--- config.mk ---
export PLATFORM = sky130hd
export DESIGN_NAME = mem_port_arbiter
export DESIGN_NICKNAME = d
export VERILOG_FILES = /design/src/rtl/mem_port_arbiter_pkg.sv /design/src/rtl/mem_port_arbiter_rr_arbiter_2.sv /design/src/rtl/mem_port_arbiter.sv
export SDC_FILE = /design/constraint.sdc
export NUM_CORES = 1
export LEC_CHECK = 0
export CORE_UTILIZATION = 35
export DETAILED_ROUTE_END_ITERATION = 6
export DONT_BUFFER_PORTS = 1
export GPL_TIMING_DRIVEN = 0
export HOLD_SLACK_MARGIN = 0.1
export PLACE_DENSITY = 0.48
export SKIP_CTS_REPAIR_TIMING = 1
export SLEW_MARGIN = 10
export SYNTH_ARGS = -nofsm -noshare
export SYNTH_HDL_FRONTEND = slang
export SYNTH_SLANG_ARGS = --single-unit
--- constraint.sdc ---
create_clock -name i_clk -period 4.7 [get_ports i_clk]
set_clock_uncertainty 0.1 [all_clocks]
set_input_delay 0.94 -clock i_clk [delete_from_list [all_inputs] [get_ports i_clk]]
set_output_delay 0.94 -clock i_clk [all_outputs]
set_load 0.02 [all_outputs]
--- src/rtl/mem_port_arbiter_pkg.sv ---
// Shared types for the fetch/data memory port arbiter: bus widths, FSM states
// and port identifiers.
package mem_port_arbiter_pkg;

  localparam int ADDR_W = 32;
  localparam int DATA_W = 32;

  typedef logic [ADDR_W-1:0] addr_t;
  typedef logic [DATA_W-1:0] data_t;

  typedef enum logic [1:0] {
    IDLE  = 2'd0,
    ISSUE = 2'd1,
    WAIT  = 2'd2
  } arb_state_t;

  typedef enum logic {
    PORT_IF = 1'b0,
    PORT_DM = 1'b1
  } port_id_t;

  // Grant vectors are indexed by port id: bit 0 = fetch, bit 1 = data.
  function automatic port_id_t gnt_to_port(input logic [1:0] gnt);
    return gnt[1] ? PORT_DM : PORT_IF;
  endfunction

endpackage

--- src/rtl/mem_port_arbiter_rr_arbiter_2.sv ---
// Two-way round-robin arbiter: masked requests in, one-hot grant out, with the
// last-granted port remembered so a tie goes to the other requester.
module rr_arbiter_2
  import mem_port_arbiter_pkg::*;
(
  input  logic       i_clk,
  input  logic       i_rstn,
  input  logic [1:0] i_req,
  input  logic [1:0] i_mask,
  input  logic       i_upd,
  output logic [1:0] o_gnt
);

  port_id_t   last_q;
  port_id_t   last_d;
  logic [1:0] eff_req;

  always_comb begin
    eff_req = i_req & ~i_mask;
    o_gnt   = 2'b00;
    case (eff_req)
      2'b01:   o_gnt = 2'b01;
      2'b10:   o_gnt = 2'b10;
      2'b11:   o_gnt = (last_q == PORT_DM) ? 2'b01 : 2'b10;
      default: o_gnt = 2'b00;
    endcase
  end

  always_comb begin
    last_d = last_q;
    if (i_upd && (o_gnt != 2'b00)) begin
      last_d = gnt_to_port(o_gnt);
    end
  end

  // Reset to DM so that fetch wins the first tie.
  always_ff @(posedge i_clk or negedge i_rstn) begin
    if (!i_rstn) begin
      last_q <= PORT_DM;
    end else begin
      last_q <= last_d;
    end
  end

endmodule

--- src/rtl/mem_port_arbiter.sv ---
// Shares one single-ported memory between the instruction-fetch and data ports:
// round-robin grant, one outstanding access, watchdog turns a hung access into an error completion.
module mem_port_arbiter
  import mem_port_arbiter_pkg::*;
#(
  parameter int TIMEOUT = 16,
  parameter int CNT_W   = 5
) (
  input  logic  i_clk,
  input  logic  i_rstn,
  input  logic  i_if_req,
  input  addr_t i_if_addr,
  output logic  o_if_valid,
  output data_t o_if_rdata,
  input  logic  i_dm_req,
  input  logic  i_dm_wen,
  input  addr_t i_dm_addr,
  input  data_t i_dm_wd,
  output logic  o_dm_valid,
  output data_t o_dm_rdata,
  output logic  o_err,
  output logic  o_mem_req,
  output logic  o_mem_wen,
  output addr_t o_mem_addr,
  output data_t o_mem_wd,
  input  logic  i_mem_ack,
  input  data_t i_mem_rdata
);

  localparam logic [CNT_W-1:0] CNT_LAST = CNT_W'(TIMEOUT - 1);

  arb_state_t       state_q,    state_d;
  port_id_t         port_q,     port_d;
  addr_t            addr_q,     addr_d;
  data_t            wd_q,       wd_d;
  logic             wen_q,      wen_d;
  logic [CNT_W-1:0] cnt_q,      cnt_d;
  logic             if_vld_q,   if_vld_d;
  logic             dm_vld_q,   dm_vld_d;
  logic             err_q,      err_d;
  data_t            if_rdata_q, if_rdata_d;
  data_t            dm_rdata_q, dm_rdata_d;

  logic [1:0] gnt;
  logic       arb_upd;
  logic       done;
  logic       timed_out;
  data_t      ret_data;

  // A port whose completion pulse is out this cycle still holds its old request.
  rr_arbiter_2 u_rr (
    .i_clk  (i_clk),
    .i_rstn (i_rstn),
    .i_req  ({i_dm_req, i_if_req}),
    .i_mask ({dm_vld_q, if_vld_q}),
    .i_upd  (arb_upd),
    .o_gnt  (gnt)
  );

  always_comb begin
    state_d    = state_q;
    port_d     = port_q;
    addr_d     = addr_q;
    wd_d       = wd_q;
    wen_d      = wen_q;
    cnt_d      = cnt_q;
    if_vld_d   = 1'b0;
    dm_vld_d   = 1'b0;
    err_d      = 1'b0;
    if_rdata_d = if_rdata_q;
    dm_rdata_d = dm_rdata_q;
    arb_upd    = 1'b0;
    done       = 1'b0;
    timed_out  = 1'b0;

    case (state_q)
      IDLE: begin
        arb_upd = 1'b1;
        if (gnt != 2'b00) begin
          port_d  = gnt_to_port(gnt);
          addr_d  = gnt[1] ? i_dm_addr : i_if_addr;
          wd_d    = gnt[1] ? i_dm_wd : '0;
          wen_d   = gnt[1] & i_dm_wen;
          cnt_d   = '0;
          state_d = ISSUE;
        end
      end
      ISSUE: begin
        if (i_mem_ack) begin
          done = 1'b1;
        end else begin
          state_d = WAIT;
        end
      end
      WAIT: begin
        if (i_mem_ack) begin
          done = 1'b1;
        end else if (cnt_q == CNT_LAST) begin
          timed_out = 1'b1;
        end else begin
          cnt_d = cnt_q + CNT_W'(1);
        end
      end
      default: state_d = IDLE;
    endcase

    // Stores and timed-out accesses return zero rather than whatever is on the bus.
    ret_data = (timed_out || wen_q) ? '0 : i_mem_rdata;
    if (done || timed_out) begin
      state_d = IDLE;
      err_d   = timed_out;
      if (port_q == PORT_IF) begin
        if_vld_d   = 1'b1;
        if_rdata_d = ret_data;
      end else begin
        dm_vld_d   = 1'b1;
        dm_rdata_d = ret_data;
      end
    end
  end

  always_ff @(posedge i_clk or negedge i_rstn) begin
    if (!i_rstn) begin
      state_q    <= IDLE;
      port_q     <= PORT_IF;
      addr_q     <= '0;
      wd_q       <= '0;
      wen_q      <= 1'b0;
      cnt_q      <= '0;
      if_vld_q   <= 1'b0;
      dm_vld_q   <= 1'b0;
      err_q      <= 1'b0;
      if_rdata_q <= '0;
      dm_rdata_q <= '0;
    end else begin
      state_q    <= state_d;
      port_q     <= port_d;
      addr_q     <= addr_d;
      wd_q       <= wd_d;
      wen_q      <= wen_d;
      cnt_q      <= cnt_d;
      if_vld_q   <= if_vld_d;
      dm_vld_q   <= dm_vld_d;
      err_q      <= err_d;
      if_rdata_q <= if_rdata_d;
      dm_rdata_q <= dm_rdata_d;
    end
  end

  assign o_mem_req  = (state_q == ISSUE);
  assign o_mem_wen  = wen_q;
  assign o_mem_addr = addr_q;
  assign o_mem_wd   = wd_q;
  assign o_if_valid = if_vld_q;
  assign o_if_rdata = if_rdata_q;
  assign o_dm_valid = dm_vld_q;
  assign o_dm_rdata = dm_rdata_q;
  assign o_err      = err_q;

endmodule

==> reports/summary.txt, run 1 <==
first-pass GRT wire length: 22600 um
Rows: 45
GRT Residual Overflow: 0
Worst slew margin: 61.4%
htree depth: 4
Seq/Total Area, Yosys: 62.7%
r2r setup slk: 1870 ps
Worst Setup End Kind: register
Ys Warns: 0
Worst Hold Class: primary input to asynchronous set/reset pin
IO Pins: 267
Core Region: 0.0154 sq mm
# setup viols final: 0
FILL cells: 1534
GP Congestion: 0.739
Routed Antenna Nets: 0
Pleak: 3.20 nW
outcome: finished clean
die height: 129 um
worst path cell trace: ha_1 -> and3_1 -> ha_1 -> and3b_2 -> clkbuf_1 -> o21ai_1 -> clkbuf_1 -> clkbuf_1 -> o21ai_0
Mapped Area: 0.00563 sq mm
vias: 4053
initial antenna violation count: 0
Max VDD drop: 330 uV
vias in the first global route: 4058
CP top delay family: buffers and inverters
pwr/cell area: 823 mW/mm^2
area grow syn2layout: 17.1%
clk_lat worst skew: 420 ps
max-slew violation count: 0
routed vias/inst: 5.27
Post-Synthesis Cells: 522
port buffer count: 0
drt first-iter violations: 175
setup_tns: 0 ps
Req. time, crit path: 4870 ps
WL/cell: 20.5 um
Num CTS Buffers: 17
Worst Max-Slew Pin Slew: 579 ps
residual DRC count: 0
clk slew on worst S/H paths: 60 ps
largest net degree at the start of global routing: 142
WP data arrival: 3000 ps
Setup crit start kind: register
slowest CP cell: clkbuf_1
RSZ-0062 raised after global routing: false
CP Class: register to register
max cap viols: 0
count of unique library cells instantiated by Yosys: 33
min cycle time layout: 2830 ps
die area: 0.0166 sq mm
maximum fanout along the worst path: 10
ant diodes: 0
CTS Root Buffer Type: clkbuf_16
hpwl dp: 11000 um
clock sinks: 141
Top cell by count, worst path: clkbuf_1
worst hold slack: 257 ps
WL final: 15700 um
Syn Nets: 662
Initial Utilization: 36.5%
CTS tree: yes
Critical path buffers and inverters: 3
final net count: 685
GRT Total Usage: 18.5%
die width: 129 um
final hold violations: 0
final core occ: 42.7%
CP max stage delay: 440 ps
layout cells sized above 1: 9.32%
FMAX: 354 MHz
period utilization: 60.2%
FF+latch count, synth: 141
Bufs on Longest Clock Path: 2
Avg Inst Size Synth: 10.8 sq um
DR pass1 iterations: 6
==> where the power goes <==
part | internal, W | leakage, nW | switching (W)
sequential | 0.00175 | 1.80 | 0.00108
combinational | 0.000470 | 1.10 | 0.000758
clock | 0.000847 | 0.292 | 0.000523
==> kinds of logic after synthesis <==
group	Yosys count	share of synthesized area (%)
buffers and inverters	44	3.38
adder cells (fa/ha/maj)	6	1.33
AND/OR/NAND/NOR	154	11.2
AO/OA/AOI/OAI	144	15.5
multiplexers	33	5.87
flip-flops	141	62.7
==> final timing paths <==
kind                               start        endpoint  cells past startpoint
min in group i_clk              cnt_q[4]        cnt_q[4]                      2
max in group asynchronous         i_rstn   o_dm_rdata[7]                      1
worst max-delay path            cnt_q[0]  o_dm_rdata[29]                      9
worst min register to register  cnt_q[4]        cnt_q[4]                      2
worst min-delay path              i_rstn  o_dm_rdata[27]                      1
worst max register to register  cnt_q[0]  o_dm_rdata[29]                      9
==> final cells by class <==
type / instances / area [sq um] / area share [%]
clock buffer: 18 / 439 / 6.66
sequential: 141 / 3530 / 53.5
tap: 211 / 264 / 4.00
inverter: 6 / 22.5 / 0.342
multi-input combinational: 337 / 1910 / 29.0
timing repair buffer: 4 / 92.6 / 1.40
clock inverter: 14 / 168 / 2.54
buffer: 38 / 168 / 2.54
==> routing by layer <==
| layer | vias up | track usage [%] | share of wire, % |
|---|---|---|---|
| met5 | - | 0 | 0 |
| met4 | 0 | 7.54 | 1.9 |
| met3 | 25 | 9.19 | 12 |
| met2 | 224 | 30.8 | 49 |
| met1 | 1971 | 19.9 | 38 |
| li1 | 1833 | - | - |
==> cells in the final DEF, fill, tap and decap left out, types with 2 or more instances in the layout <==
cell and instances:
buf_6 2, buf_2 8, clkinvlp_4 3, bufinv_16 3
clkbuf_1 28, ha_1 6, nand3_1 3, o21bai_1 2
nor2_1 2, buf_16 3, mux2i_1 33, a22o_1 33
o21ai_0 100, dfrtp_1 140, clkinv_2 4, nand2_1 136
nand2b_1 2, clkinv_4 3, inv_1 6, or2b_1 2
a21o_1 2, clkbuf_16 17
==> stage by stage <==
stage / setup slack [ps] / power, W / instance area (sq um) / cells
5_1_grt: 1610 / 0.00577 / 6590 / 769
4_1_cts: 1840 / 0.00546 / 6500 / 765
6_report: 1870 / 0.00543 / 6590 / 769
3_5_place_dp: 1840 / 0.00408 / 5890 / 733
3_3_place_gp: 1870 / 0.00401 / 5890 / 733
2_1_floorplan: 2320 / 0.00360 / 5630 / 522
==> state kept, by name, indices dropped and copies added (netlist names) <==
signal / flops
cnt_q: 5
o_dm_rdata: 32
o_dm_valid: 1
o_err: 1
o_if_rdata: 32
o_if_valid: 1
o_mem_addr: 32
o_mem_wd: 32
o_mem_wen: 1
port_q: 1
state_q: 2
u_rr.last_q: 1
==> synthesized netlist by cell type <==
cell type	count	area share, %
o21ai_0	100	8.9
buf_2	8	0.71
nor2_2	1	0.11
a32o_1	1	0.18
and2_1	1	0.11
a21o_1	2	0.27
a31oi_1	1	0.11
o211ai_1	1	0.13
ha_1	6	1.3
or3b_1	1	0.16
inv_1	6	0.40
and3b_2	1	0.18
and3_1	1	0.11
o21ai_1	1	0.089
buf_6	2	0.40
a22o_1	33	5.1
or2b_2	1	0.16
o31ai_1	1	0.13
mux2i_1	33	5.9
nand2b_1	2	0.22
or3_1	1	0.11
dfstp_2	1	0.47
nor2_1	2	0.13
a21bo_2	1	0.18
o21bai_1	2	0.27
clkbuf_1	28	1.9
dfrtp_1	140	62
or2b_1	2	0.27
nand3_1	3	0.27
or4b_1	1	0.18
a21o_2	1	0.16
nand2_1	136	9.1
or2_2	1	0.11
Power figures use the tool's default switching activity.
==> run 2, diff against run 1 <==
--- a/config.mk
+++ b/config.mk
@@ -10,7 +10,7 @@
 export DONT_BUFFER_PORTS = 1
 export GPL_TIMING_DRIVEN = 0
 export HOLD_SLACK_MARGIN = 0.1
-export PLACE_DENSITY = 0.48
+export PLACE_DENSITY = 0.5
 export SKIP_CTS_REPAIR_TIMING = 1
 export SLEW_MARGIN = 10
 export SYNTH_ARGS = -nofsm -noshare
==> constraint.sdc (replaced) <==
create_clock -name i_clk -period 2.55 [get_ports i_clk]
set_clock_uncertainty 0.1 [all_clocks]
set_input_delay 0.51 -clock i_clk [delete_from_list [all_inputs] [get_ports i_clk]]
set_output_delay 0.51 -clock i_clk [all_outputs]
set_load 0.02 [all_outputs]
==> run 2 against run 1 <==
Critical path type unchanged. Fmax rose by 15%. Highest routed layer unchanged. The run now ends with hold timing left. Sequential share of layout area stayed put. Routed wire length down 5.0%. Non-clock buffer count down 3.
==> reports/summary.txt, run 2 (same netlist as run 1, synthesis figures left out) <==
RSZ-0062 raised after global routing: false
GRT Total Usage: 18.1% (-0.37 points)
r2r setup slk: 100 ps (-1770 ps)
clk slew on worst S/H paths: 60 ps (about the same)
worst r2r path cells: 8 (-1)
residual DRC count: 0 (unchanged)
routed vias/inst: 5.17 (-1.9%)
vias: 3961 (-2.3%)
met2 WL: 7380 um (-3.5%)
Rows: 45 (unchanged)
ant diodes: 0 (unchanged)
hpwl dp: 10900 um (-0.41%)
Req. time, crit path: 2800 ps (-2070 ps)
Routed met3 length: 1630 um (-11%)
min cycle time layout: 2450 ps (-376 ps)
vias in the first global route: 4037 (-0.52%)
maximum fanout along the worst path: 10 (unchanged)
CP top delay family: simple AND/OR/NAND/NOR gates
drt first-iter violations: 110 (-37%)
max-slew violation count: 0 (unchanged)
Critical path buffers and inverters: 1 (-2)
WP data arrival: 2700 ps (-300 ps)
port buffer count: 0 (unchanged)
final hold violations: 141 (+141)
WL/cell: 19.5 um (-4.6%)
CTS tree: yes
clock sinks: 141 (unchanged)
FILL cells: 1525 (-0.59%)
origin of the critical flop-to-flop path: cnt_q[0]
met1 wire length: 5740 um (-3.5%)
slowest CP cell: or4b_1
htree depth: 4 (unchanged)
outcome: complete, but fails checks
Worst slew margin: 70.9% (+9.5 points)
clk_lat worst skew: 410 ps (about the same)
final core occ: 42.7% (unchanged)
Worst Max-Slew Pin Slew: 437 ps (-142 ps)
CP max stage delay: 470 ps (+30 ps)
DR pass1 iterations: 4 (-2)
worst hold slack: -312 ps (-569 ps)
Num CTS Buffers: 17 (unchanged)
Max VDD drop: 548 uV (+66%)
first-pass GRT wire length: 22500 um (-0.61%)
Setup crit start kind: register
layout cells sized above 1: 12.8% (+3.5 points)
max cap viols: 0 (unchanged)
worst r2r dst: cnt_q[3]
GRT Residual Overflow: 0 (unchanged)
Worst Setup End Kind: register
Core Region: 0.0154 sq mm (unchanged)
Initial Utilization: 36.5% (unchanged)
pwr/cell area: 1510 mW/mm^2 (+84%)
Worst Hold Class: primary input to asynchronous set/reset pin
most frequent cells in the layout: dfrtp_1, nand2_1, o21ai_0
die height: 129 um (unchanged)
FMAX: 408 MHz (+15%)
CP Class: register to register
area grow syn2layout: 17.1% (unchanged)
period utilization: 96.1% (+36 points)
Routed Antenna Nets: 0 (unchanged)
WL final: 14900 um (-5.0%)
Bufs on Longest Clock Path: 2 (unchanged)
GP Congestion: 0.718 (-2.8%)
largest net degree at the start of global routing: 142 (unchanged)
CTS Root Buffer Type: clkbuf_16
IO Pins: 267 (unchanged)
die area: 0.0166 sq mm (unchanged)
failing checks: hold timing
final net count: 682 (-0.44%)
worst path cell trace: ha_4 -> and3_1 -> ha_1 -> or3b_1 -> a32o_1 -> buf_6 -> or4b_1 -> nand3_1
die width: 129 um (unchanged)
Pleak: 3.21 nW (+0.48%)
initial antenna violation count: 0 (unchanged)
max layer used: met4
most common cell after layout, fill and taps aside: dfrtp_1
# setup viols final: 0 (unchanged)
==> run 2: layout make-up <==
| type | count | area [sq um] | area share (%) |
|---|---|---|---|
| Clock inverter | 11 | 130 | 1.97 |
| Sequential cell | 141 | 3530 | 53.5 |
| Timing Repair Buffer | 2 | 15.0 | 0.228 |
| Multi-Input combinational cell | 337 | 1930 | 29.3 |
| Tap cell | 211 | 264 | 4.00 |
| Clock buffer | 21 | 480 | 7.29 |
| Buffer | 37 | 218 | 3.30 |
| Inverter | 6 | 22.5 | 0.342 |
==> run 2: worst max-delay path by stage <==
| stage | end | from | slack [ps] | depth (start not counted) |
|---|---|---|---|---|
| 3_3_place_gp | o_dm_rdata[29] | cnt_q[0] | -230 | 9 |
| 5_1_grt | cnt_q[3] | cnt_q[0] | 4 | 8 |
| 3_5_place_dp | o_dm_rdata[15] | cnt_q[0] | -290 | 10 |
| 6_report | cnt_q[3] | cnt_q[0] | 100 | 8 |
| 4_1_cts | o_dm_rdata[30] | cnt_q[0] | -290 | 10 |
| 2_1_floorplan | cnt_q[3] | cnt_q[0] | 200 | 8 |
==> run 2: per-layer routing <==
| metal | vias to the layer above | global-route usage (%) |
|---|---|---|
| li1 | 1828 | - |
| met1 | 1927 | 20.2 |
| met2 | 193 | 30.0 |
| met3 | 13 | 8.44 |
| met4 | 0 | 6.92 |
| met5 | - | 0 |
==> run 2: stage by stage <==
stage	std cells	setup WS (ps)	TNS (ps)	total power, W	instance area (sq um)
after floorplan	522	199	0	0.00663	5630
after global placement	733	-231	-12100	0.00736	5890
after detailed placement	733	-286	-15180	0.00746	5890
after CTS	765	-294	-15980	0.0100	6500
after global routing	766	4.47	0	0.0106	6590
final	766	98.4	0	0.00997	6590
==> run 2: where the power goes <==
group          internal [W]  switching, W
Sequential          0.00323       0.00196
Combinational      0.000930       0.00133
Clock               0.00155      0.000957
